$ cat src/rtl/riscv_checkpoint_monitor_if.sv
// ---------------------------------------------------------------------------
// riscv_checkpoint_monitor_if
// Bundles every non-clock signal of the checkpoint monitor.
//   master : the side that loads the table, pulses start and forwards the
//            core's retired-instruction count, output port and halt.
//   slave  : the monitor itself; it drives the sticky status outputs.
// Signals:
//   cfg_we/cfg_addr/cfg_num_inst/cfg_ans : table write port
//   cfg_num_valid                        : valid entry count, taken on start
//   start                                : one-cycle run request
//   num_inst/output_port/halt            : observed core state
//   busy/done/pass/fail                  : run status
//   fail_code/fail_idx/fail_value        : first-failure record
//   fail_cnt/pass_cnt/cycle_cnt          : run counters
// ---------------------------------------------------------------------------
interface riscv_checkpoint_monitor_if #(
  parameter int NUM_CKPT  = 40,
  parameter int DWIDTH    = 32,
  parameter int CNT_WIDTH = 32
);
  localparam int AW = $clog2(NUM_CKPT);
  localparam int CW = $clog2(NUM_CKPT + 1);

  logic                 cfg_we;
  logic [AW-1:0]        cfg_addr;
  logic [CNT_WIDTH-1:0] cfg_num_inst;
  logic [DWIDTH-1:0]    cfg_ans;
  logic [CW-1:0]        cfg_num_valid;
  logic                 start;
  logic [CNT_WIDTH-1:0] num_inst;
  logic [DWIDTH-1:0]    output_port;
  logic                 halt;

  logic                 busy;
  logic                 done;
  logic                 pass;
  logic                 fail;
  logic [2:0]           fail_code;
  logic [AW-1:0]        fail_idx;
  logic [DWIDTH-1:0]    fail_value;
  logic [CW-1:0]        fail_cnt;
  logic [CW-1:0]        pass_cnt;
  logic [CNT_WIDTH-1:0] cycle_cnt;

  modport master (
    output cfg_we, cfg_addr, cfg_num_inst, cfg_ans, cfg_num_valid, start,
           num_inst, output_port, halt,
    input  busy, done, pass, fail, fail_code, fail_idx, fail_value,
           fail_cnt, pass_cnt, cycle_cnt
  );

  modport slave (
    input  cfg_we, cfg_addr, cfg_num_inst, cfg_ans, cfg_num_valid, start,
           num_inst, output_port, halt,
    output busy, done, pass, fail, fail_code, fail_idx, fail_value,
           fail_cnt, pass_cnt, cycle_cnt
  );
endinterface

$ cat src/rtl/riscv_checkpoint_monitor.sv
// ---------------------------------------------------------------------------
// riscv_checkpoint_monitor
// Watches the core's retired-instruction count and output port and checks
// them against a loadable table of (instruction count, expected value)
// checkpoints. Reports pass / fail / timeout through sticky status outputs.
// Ports:
//   clk_i  : clock, rising edge
//   rst_ni : asynchronous active-low reset (table contents are preserved)
//   mon    : riscv_checkpoint_monitor_if.slave (config, core view, status)
// Parameters:
//   NUM_CKPT     : table depth
//   DWIDTH       : width of the output port and expected values
//   CNT_WIDTH    : width of instruction counts and the cycle counter
//   TIMEOUT      : RUN cycles before a timeout failure (0 disables)
//   STOP_ON_FAIL : 1 ends the run at the first failure, 0 keeps checking
// ---------------------------------------------------------------------------
module riscv_checkpoint_monitor #(
  parameter int NUM_CKPT     = 40,
  parameter int DWIDTH       = 32,
  parameter int CNT_WIDTH    = 32,
  parameter int TIMEOUT      = 1000000,
  parameter int STOP_ON_FAIL = 1
) (
  input logic                          clk_i,
  input logic                          rst_ni,
  riscv_checkpoint_monitor_if.slave    mon
);

  localparam int AW = $clog2(NUM_CKPT);
  localparam int CW = $clog2(NUM_CKPT + 1);
  localparam logic [CNT_WIDTH-1:0] TIMEOUT_C = CNT_WIDTH'(TIMEOUT);

  localparam logic [2:0] CODE_MISMATCH = 3'd1;
  localparam logic [2:0] CODE_SKIPPED  = 3'd2;
  localparam logic [2:0] CODE_HALT     = 3'd3;
  localparam logic [2:0] CODE_TIMEOUT  = 3'd4;

  typedef enum logic [1:0] {
    S_IDLE = 2'd0,
    S_RUN  = 2'd1,
    S_DONE = 2'd2
  } state_t;

  // Checkpoint table: plain register array, written only outside RUN.
  logic [CNT_WIDTH-1:0] tbl_num_q [NUM_CKPT];
  logic [DWIDTH-1:0]    tbl_ans_q [NUM_CKPT];

  state_t               state_q;
  logic [CW-1:0]        nvalid_q;
  // ptr needs CW bits: it reaches nvalid (up to NUM_CKPT) once all entries
  // are consumed.
  logic [CW-1:0]        ptr_q;
  logic                 busy_q;
  logic                 done_q;
  logic                 pass_q;
  logic                 fail_q;
  logic [2:0]           fail_code_q;
  logic [AW-1:0]        fail_idx_q;
  logic [DWIDTH-1:0]    fail_value_q;
  logic [CW-1:0]        fail_cnt_q;
  logic [CW-1:0]        pass_cnt_q;
  logic [CNT_WIDTH-1:0] cycle_cnt_q;

  // Next-state values for a RUN cycle.
  logic                 entry_valid;
  logic [CNT_WIDTH-1:0] entry_num;
  logic [DWIDTH-1:0]    entry_ans;
  logic                 entry_hit;
  logic                 entry_skip;
  logic                 entry_mis;
  logic                 entry_fail;
  logic [CW-1:0]        ptr_d;
  logic                 halt_short;
  logic [CW-1:0]        missing_cnt;
  logic [CNT_WIDTH-1:0] cycle_cnt_d;
  logic                 timeout_hit;
  logic                 run_end;
  logic                 pass_d;
  logic                 fail_d;
  logic [2:0]           fail_code_d;
  logic [AW-1:0]        fail_idx_d;
  logic [DWIDTH-1:0]    fail_value_d;
  logic [CW-1:0]        fail_cnt_d;
  logic [CW-1:0]        pass_cnt_d;
  logic [CW-1:0]        nvalid_d;

  // -------------------------------------------------------------------------
  // Table write port
  // -------------------------------------------------------------------------
  always_ff @(posedge clk_i) begin
    if (mon.cfg_we && (state_q != S_RUN) && (int'(mon.cfg_addr) < NUM_CKPT)) begin
      tbl_num_q[mon.cfg_addr] <= mon.cfg_num_inst;
      tbl_ans_q[mon.cfg_addr] <= mon.cfg_ans;
    end
  end

  // -------------------------------------------------------------------------
  // RUN-cycle evaluation
  // -------------------------------------------------------------------------
  always_comb begin
    entry_valid = (ptr_q < nvalid_q);
    // Index only matters while entry_valid, which implies ptr_q < NUM_CKPT.
    entry_num   = tbl_num_q[ptr_q[AW-1:0]];
    entry_ans   = tbl_ans_q[ptr_q[AW-1:0]];
    entry_hit   = entry_valid && (mon.num_inst == entry_num);
    entry_skip  = entry_valid && (mon.num_inst > entry_num);
    entry_mis   = entry_hit && (mon.output_port != entry_ans);
    entry_fail  = entry_mis || entry_skip;

    // At most one entry is consumed per cycle, even if the count jumped
    // past several of them.
    ptr_d       = ptr_q + CW'(entry_hit || entry_skip);

    // HALT is judged against the post-compare pointer.
    halt_short  = mon.halt && (ptr_d < nvalid_q);
    missing_cnt = halt_short ? (nvalid_q - ptr_d) : '0;

    cycle_cnt_d = (cycle_cnt_q == '1) ? cycle_cnt_q : cycle_cnt_q + 1'b1;
    // HALT wins over a same-cycle timeout.
    timeout_hit = (TIMEOUT != 0) && !mon.halt && (cycle_cnt_d == TIMEOUT_C);

    pass_cnt_d  = pass_cnt_q + CW'(entry_hit && !entry_mis);
    fail_cnt_d  = fail_cnt_q + CW'(entry_fail) + missing_cnt + CW'(timeout_hit);
    fail_d      = fail_q || entry_fail || halt_short || timeout_hit;

    // First-failure capture; the entry compare has priority over a
    // same-cycle HALT or timeout failure.
    fail_code_d  = fail_code_q;
    fail_idx_d   = fail_idx_q;
    fail_value_d = fail_value_q;
    if (!fail_q) begin
      if (entry_fail) begin
        fail_code_d  = entry_mis ? CODE_MISMATCH : CODE_SKIPPED;
        fail_idx_d   = ptr_q[AW-1:0];
        fail_value_d = mon.output_port;
      end else if (halt_short) begin
        fail_code_d  = CODE_HALT;
        fail_idx_d   = ptr_d[AW-1:0];
        fail_value_d = mon.output_port;
      end else if (timeout_hit) begin
        fail_code_d  = CODE_TIMEOUT;
        fail_idx_d   = ptr_d[AW-1:0];
        fail_value_d = mon.output_port;
      end
    end

    run_end = mon.halt || timeout_hit || ((STOP_ON_FAIL != 0) && entry_fail);
    pass_d  = mon.halt && !halt_short && !fail_q && !entry_fail;

    // A valid count above the table depth is clamped to the table depth.
    nvalid_d = (int'(mon.cfg_num_valid) > NUM_CKPT) ? CW'(NUM_CKPT) : mon.cfg_num_valid;
  end

  // -------------------------------------------------------------------------
  // FSM and status registers
  // -------------------------------------------------------------------------
  always_ff @(posedge clk_i or negedge rst_ni) begin
    if (!rst_ni) begin
      state_q      <= S_IDLE;
      nvalid_q     <= '0;
      ptr_q        <= '0;
      busy_q       <= 1'b0;
      done_q       <= 1'b0;
      pass_q       <= 1'b0;
      fail_q       <= 1'b0;
      fail_code_q  <= '0;
      fail_idx_q   <= '0;
      fail_value_q <= '0;
      fail_cnt_q   <= '0;
      pass_cnt_q   <= '0;
      cycle_cnt_q  <= '0;
    end else begin
      case (state_q)
        S_IDLE, S_DONE: begin
          if (mon.start) begin
            state_q      <= S_RUN;
            nvalid_q     <= nvalid_d;
            ptr_q        <= '0;
            busy_q       <= 1'b1;
            done_q       <= 1'b0;
            pass_q       <= 1'b0;
            fail_q       <= 1'b0;
            fail_code_q  <= '0;
            fail_idx_q   <= '0;
            fail_value_q <= '0;
            fail_cnt_q   <= '0;
            pass_cnt_q   <= '0;
            cycle_cnt_q  <= '0;
          end
        end
        S_RUN: begin
          ptr_q        <= ptr_d;
          pass_cnt_q   <= pass_cnt_d;
          fail_cnt_q   <= fail_cnt_d;
          fail_q       <= fail_d;
          fail_code_q  <= fail_code_d;
          fail_idx_q   <= fail_idx_d;
          fail_value_q <= fail_value_d;
          cycle_cnt_q  <= cycle_cnt_d;
          if (run_end) begin
            state_q <= S_DONE;
            busy_q  <= 1'b0;
            done_q  <= 1'b1;
            pass_q  <= pass_d;
          end
        end
        default: state_q <= S_IDLE;
      endcase
    end
  end

  assign mon.busy       = busy_q;
  assign mon.done       = done_q;
  assign mon.pass       = pass_q;
  assign mon.fail       = fail_q;
  assign mon.fail_code  = fail_code_q;
  assign mon.fail_idx   = fail_idx_q;
  assign mon.fail_value = fail_value_q;
  assign mon.fail_cnt   = fail_cnt_q;
  assign mon.pass_cnt   = pass_cnt_q;
  assign mon.cycle_cnt  = cycle_cnt_q;

endmodule

$ cat src/flat_wrapper.sv
// flat-port wrapper written by rule: the top's interface ports become plain ports
module riscv_checkpoint_monitor_flat 
#(
  parameter int NUM_CKPT     = 40,
  parameter int DWIDTH       = 32,
  parameter int CNT_WIDTH    = 32,
  parameter int TIMEOUT      = 1000000,
  parameter int STOP_ON_FAIL = 1
)
  (clk_i, rst_ni, mon_cfg_we, mon_cfg_addr, mon_cfg_num_inst, mon_cfg_ans, mon_cfg_num_valid, mon_start, mon_num_inst, mon_output_port, mon_halt, mon_busy, mon_done, mon_pass, mon_fail, mon_fail_code, mon_fail_idx, mon_fail_value, mon_fail_cnt, mon_pass_cnt, mon_cycle_cnt);
  riscv_checkpoint_monitor_if #(.NUM_CKPT(NUM_CKPT), .DWIDTH(DWIDTH), .CNT_WIDTH(CNT_WIDTH)) mon_i ();
  input logic clk_i;
  input logic rst_ni;
  input wire logic [$bits(mon_i.cfg_we)-1:0] mon_cfg_we;
  input wire logic [$bits(mon_i.cfg_addr)-1:0] mon_cfg_addr;
  input wire logic [$bits(mon_i.cfg_num_inst)-1:0] mon_cfg_num_inst;
  input wire logic [$bits(mon_i.cfg_ans)-1:0] mon_cfg_ans;
  input wire logic [$bits(mon_i.cfg_num_valid)-1:0] mon_cfg_num_valid;
  input wire logic [$bits(mon_i.start)-1:0] mon_start;
  input wire logic [$bits(mon_i.num_inst)-1:0] mon_num_inst;
  input wire logic [$bits(mon_i.output_port)-1:0] mon_output_port;
  input wire logic [$bits(mon_i.halt)-1:0] mon_halt;
  output wire logic [$bits(mon_i.busy)-1:0] mon_busy;
  output wire logic [$bits(mon_i.done)-1:0] mon_done;
  output wire logic [$bits(mon_i.pass)-1:0] mon_pass;
  output wire logic [$bits(mon_i.fail)-1:0] mon_fail;
  output wire logic [$bits(mon_i.fail_code)-1:0] mon_fail_code;
  output wire logic [$bits(mon_i.fail_idx)-1:0] mon_fail_idx;
  output wire logic [$bits(mon_i.fail_value)-1:0] mon_fail_value;
  output wire logic [$bits(mon_i.fail_cnt)-1:0] mon_fail_cnt;
  output wire logic [$bits(mon_i.pass_cnt)-1:0] mon_pass_cnt;
  output wire logic [$bits(mon_i.cycle_cnt)-1:0] mon_cycle_cnt;
  assign mon_i.cfg_we = mon_cfg_we;
  assign mon_i.cfg_addr = mon_cfg_addr;
  assign mon_i.cfg_num_inst = mon_cfg_num_inst;
  assign mon_i.cfg_ans = mon_cfg_ans;
  assign mon_i.cfg_num_valid = mon_cfg_num_valid;
  assign mon_i.start = mon_start;
  assign mon_i.num_inst = mon_num_inst;
  assign mon_i.output_port = mon_output_port;
  assign mon_i.halt = mon_halt;
  assign mon_busy = mon_i.busy;
  assign mon_done = mon_i.done;
  assign mon_pass = mon_i.pass;
  assign mon_fail = mon_i.fail;
  assign mon_fail_code = mon_i.fail_code;
  assign mon_fail_idx = mon_i.fail_idx;
  assign mon_fail_value = mon_i.fail_value;
  assign mon_fail_cnt = mon_i.fail_cnt;
  assign mon_pass_cnt = mon_i.pass_cnt;
  assign mon_cycle_cnt = mon_i.cycle_cnt;
  riscv_checkpoint_monitor #(.NUM_CKPT(NUM_CKPT), .DWIDTH(DWIDTH), .CNT_WIDTH(CNT_WIDTH), .TIMEOUT(TIMEOUT), .STOP_ON_FAIL(STOP_ON_FAIL)) u_core (.clk_i(clk_i), .rst_ni(rst_ni), .mon(mon_i));
endmodule
$ cat config.mk
export PLATFORM = sky130hd
export DESIGN_NAME = riscv_checkpoint_monitor_flat
export DESIGN_NICKNAME = d
export VERILOG_FILES = /design/src/rtl/riscv_checkpoint_monitor_if.sv /design/src/rtl/riscv_checkpoint_monitor.sv /design/src/flat_wrapper.sv
export SDC_FILE = /design/constraint.sdc
export NUM_CORES = 2
export LEC_CHECK = 0
export ABC_AREA = 1
export BUFFER_PORTS_ARGS = -buffer_cell sky130_fd_sc_hd__buf_2
export CAP_MARGIN = 0
export CELL_PAD_IN_SITES_DETAIL_PLACEMENT = 0
export CELL_PAD_IN_SITES_GLOBAL_PLACEMENT = 2
export CORE_MARGIN = 2
export CORE_UTILIZATION = 47
export CTS_BUF_LIST = sky130_fd_sc_hd__clkbuf_16
export DETAILED_ROUTE_END_ITERATION = 7
export PLACE_DENSITY_LB_ADDON = 0.1
export SYNTH_ARGS = -nofsm -noshare
export SYNTH_HDL_FRONTEND = slang
export SYNTH_SLANG_ARGS = --single-unit
$ cat constraint.sdc
create_clock -name clk_i -period 15.2 [get_ports clk_i]
set_input_delay 0.76 -clock clk_i [delete_from_list [all_inputs] [get_ports clk_i]]
set_output_delay 0.76 -clock clk_i [all_outputs]
set_load 0.01 [all_outputs]
==> impl_metrics.json <==
{
  "crit_path_end_kind": "flop",
  "critPathBufInv": 7,
  "fin_util_pct": 52.9,
  "fp.dieArea_um2": 234000,
  "ctsLongestPathBuffers": 4,
  "synthTopCellsByArea": "edfxtp_1 (71%), nand2_1 (5.9%), nand3_1 (4.3%)",
  "multi_input_area_um2": 25900,
  "synth_edf_count": 2560,
  "worst_slack_ns": 4.98,
  "drc": 0,
  "seq_area_um2": 79500,
  "yosys_register_bits": 2663,
  "wl_met2_um": 175000,
  "fin_crit_ns": 10.22,
  "maxCapViolations": 0,
  "drt_iter0_drc": 8458,
  "antenna_found_initial": 35,
  "synth_top_area_cell": "edfxtp_1",
  "die_h_um": 484,
  "initial_core_util_pct": 47.1,
  "insertion_delay_ns": 0.94,
  "r2r_start": "u_core.ptr_q[0]",
  "ys_warn_count": 0,
  "synth-seq-area-share_pct": 73.5,
  "crit_type": "flop to flop",
  "power.leakage_nw": 42.5,
  "status": "complete, no violations",
  "tightest_slew_ns": 1.18,
  "cts_setup_buffers": 0,
  "async_flop_share_pct": 3.87,
  "via_per_inst": 5.99,
  "gr-total-overflow": 0,
  "place_ws_ns": 5.20,
  "slew_headroom_pct": 21.1,
  "yosysTopAreaCellShare_pct": 71.1,
  "grt_pass1_wl_um": 515000,
  "rsz0062_at_grt": "false",
  "reg2reg_setup_slack_ns": 4.98,
  "synth_common_cells": "edfxtp_1 (2560), nand2_1 (1692), nor2_1 (1083)",
  "port-buffer-count": 233,
  "cts_buffers": 301,
  "synth_area_per_cell_um2": 12.2,
  "endpoint": "u_core.mon.fail_cnt[5]",
  "slew_viol_final": 0,
  "cp_max_fo": 195,
  "crit_path_max_incr_delay_ns": 0.71,
  "fmax_mhz": 97.8,
  "vias": 73200,
  "hold-worst-slack_ns": 0.0856,
  "track_usage_pct": 30.6,
  "place_congestion": 0.845,
  "die_w_um": 484,
  "post-route-period-util_pct": 67.2,
  "grt_max_degree": 196,
  "critPathLaunchType": "flop",
  "worst_ir_drop_vdd_uv": 137,
  "crit_path_start": "u_core.ptr_q[0]",
  "worstRegToRegCells": 43,
  "hold_violations": 0,
  "routedWlPerCell_um": 29.9,
  "yosys_most_used_dff": "edfxtp_1",
  "cts_htree_levels": 5,
  "path_delay_family": "simple AND/OR/NAND/NOR gates",
  "io-pin-count": 234,
  "clkTransAtPathRegs_ns": 0.06,
  "syn_nets": 9064,
  "drive_above_1_share_pct": 9.06,
  "wl_met1_um": 151000,
  "yosysMostFrequentCell": "edfxtp_1",
  "critical-path-slowest-cell": "dfrtp_4",
  "setup_tns_ns": 0,
  "power_per_cell_area_nw_per_um2": 159,
  "crit_top_cell": "nor2_1",
  "rows": 176,
  "r2r_end": "u_core.mon.fail_cnt[5]",
  "first_pass_iters": 6,
  "synth.distinct_cells": 55,
  "cts_tree": "done",
  "routed_wl_um": 365000,
  "clock_skew_ns": 0.0441,
  "grt_pass1_vias": 69300,
  "worstHoldPathCells": 2,
  "ant_nets": 0,
  "cp.arrival_ns": 11.03,
  "synthesis.area_um2": 108000,
  "required_ns": 16.01,
  "dp_hpwl_um": 186000,
  "wl_met3_um": 24200,
  "fillers": 19600,
  "setup_violations": 0,
  "syn-instance-count": 8859,
  "nets": 9181,
  "cts.sinks": 2663,
  "highest_layer": "met5",
  "coreArea_um2": 229000,
  "hold_class": "input port to flop",
  "syn_to_final_growth_pct": 12.2,
  "cp.depth": 43,
  "cts-root-buf": "clkbuf_16"
}
==> final cells by class <==
class                           instances  share of cell area, %
Sequential cell                      2663                   65.5
Clock inverter                        200                   1.02
Multi-Input combinational cell       5480                   21.4
Tap cell                             3026                   3.12
Antenna cell                            9                 0.0186
Clock buffer                          310                   6.40
Timing Repair Buffer                  389                   2.09
Inverter                              141                  0.473
==> logic make-up (layout without fill, tap and decap cells) <==
group                      count (synthesis)  in the layout  synth area share (%)
other                                      0              9                     0
AOI/OAI and AO/OA                       1610           1610                  8.29
and+or+nand+nor                         3775           3775                  14.4
buffers and inverters                    716           1040                  2.86
muxes                                      1              1               0.00926
DFF                                     2663           2663                  73.5
xor gates and xnor gates                  34             34                 0.275
adders and majority gates                 60             60                 0.715
==> worst min path at each step <==
stage,slack (ns),end,start
6_report,0.09,u_core.state_q[1],mon_start
5_1_grt,0.07,u_core.state_q[1],mon_start
4_1_cts,0.04,u_core.state_q[1],mon_start
3_5_place_dp,0.47,u_core.mon.done,u_core.mon.done
3_3_place_gp,0.46,u_core.mon.busy,u_core.mon.busy
2_1_floorplan,0.46,u_core.mon.busy,rst_ni
==> placed cells by master (no fill, tap or decap), types with 73 or more instances in the layout <==
cell,n
a21oi_1,115
clkinv_1,73
nor2_1,1042
dfrtp_1,97
inv_1,203
buf_2,232
clkbuf_16,310
nand2_1,1692
edfxtp_1,2560
nand3_1,922
o21ai_0,914
buf_4,141
o22ai_1,417
==> sequential cells by signal, summed over array words and instances, names as in the netlist <==
| name | cells |
|---|---|
| u_core.tbl_ans_q | 1280 |
| u_core.mon.pass | 1 |
| u_core.mon.fail_idx | 6 |
| u_core.mon.fail | 1 |
| u_core.mon.pass_cnt | 6 |
| u_core.state_q | 2 |
| u_core.mon.fail_code | 3 |
| u_core.mon.fail_cnt | 6 |
| u_core.ptr_q | 6 |
| u_core.mon.done | 1 |
| u_core.nvalid_q | 6 |
| u_core.tbl_num_q | 1280 |
| u_core.mon.cycle_cnt | 32 |
| u_core.mon.busy | 1 |
| u_core.mon.fail_value | 32 |
==> per-stage QoR <==
| step | std cells | cell area, µm² | total power, mW |
|---|---|---|---|
| floorplan | 8859 | 108000 | 11.2 |
| global placement | 11700 | 112000 | 12.6 |
| detailed placement | 11700 | 112000 | 12.6 |
| CTS | 12200 | 121000 | 19.3 |
| global route | 12200 | 121000 | 20.1 |
| finish | 12200 | 121000 | 19.2 |
==> layer usage <==
metal  vias up  GRT usage [%]
li1      32300              -
met1     37400           42.0
met2      2900           50.1
met3       621           3.94
met4        10           11.6
met5         -              0
==> what timing repair did <==
action | in CTS | in global routing
hold buffers | 1 | 0
gates resized for setup | 0 | 0
endpoints found under the setup margin | 0 | 0
endpoints found under the hold margin | 45 | 0
==> power by group <==
group / internal, mW / switching, mW
logic: 1.22 / 3.01
clock network: 3.91 / 2.85
registers: 8.14 / 0.101
total: 13.3 / 5.95
Note: power is estimated with default switching activity, not from simulation.
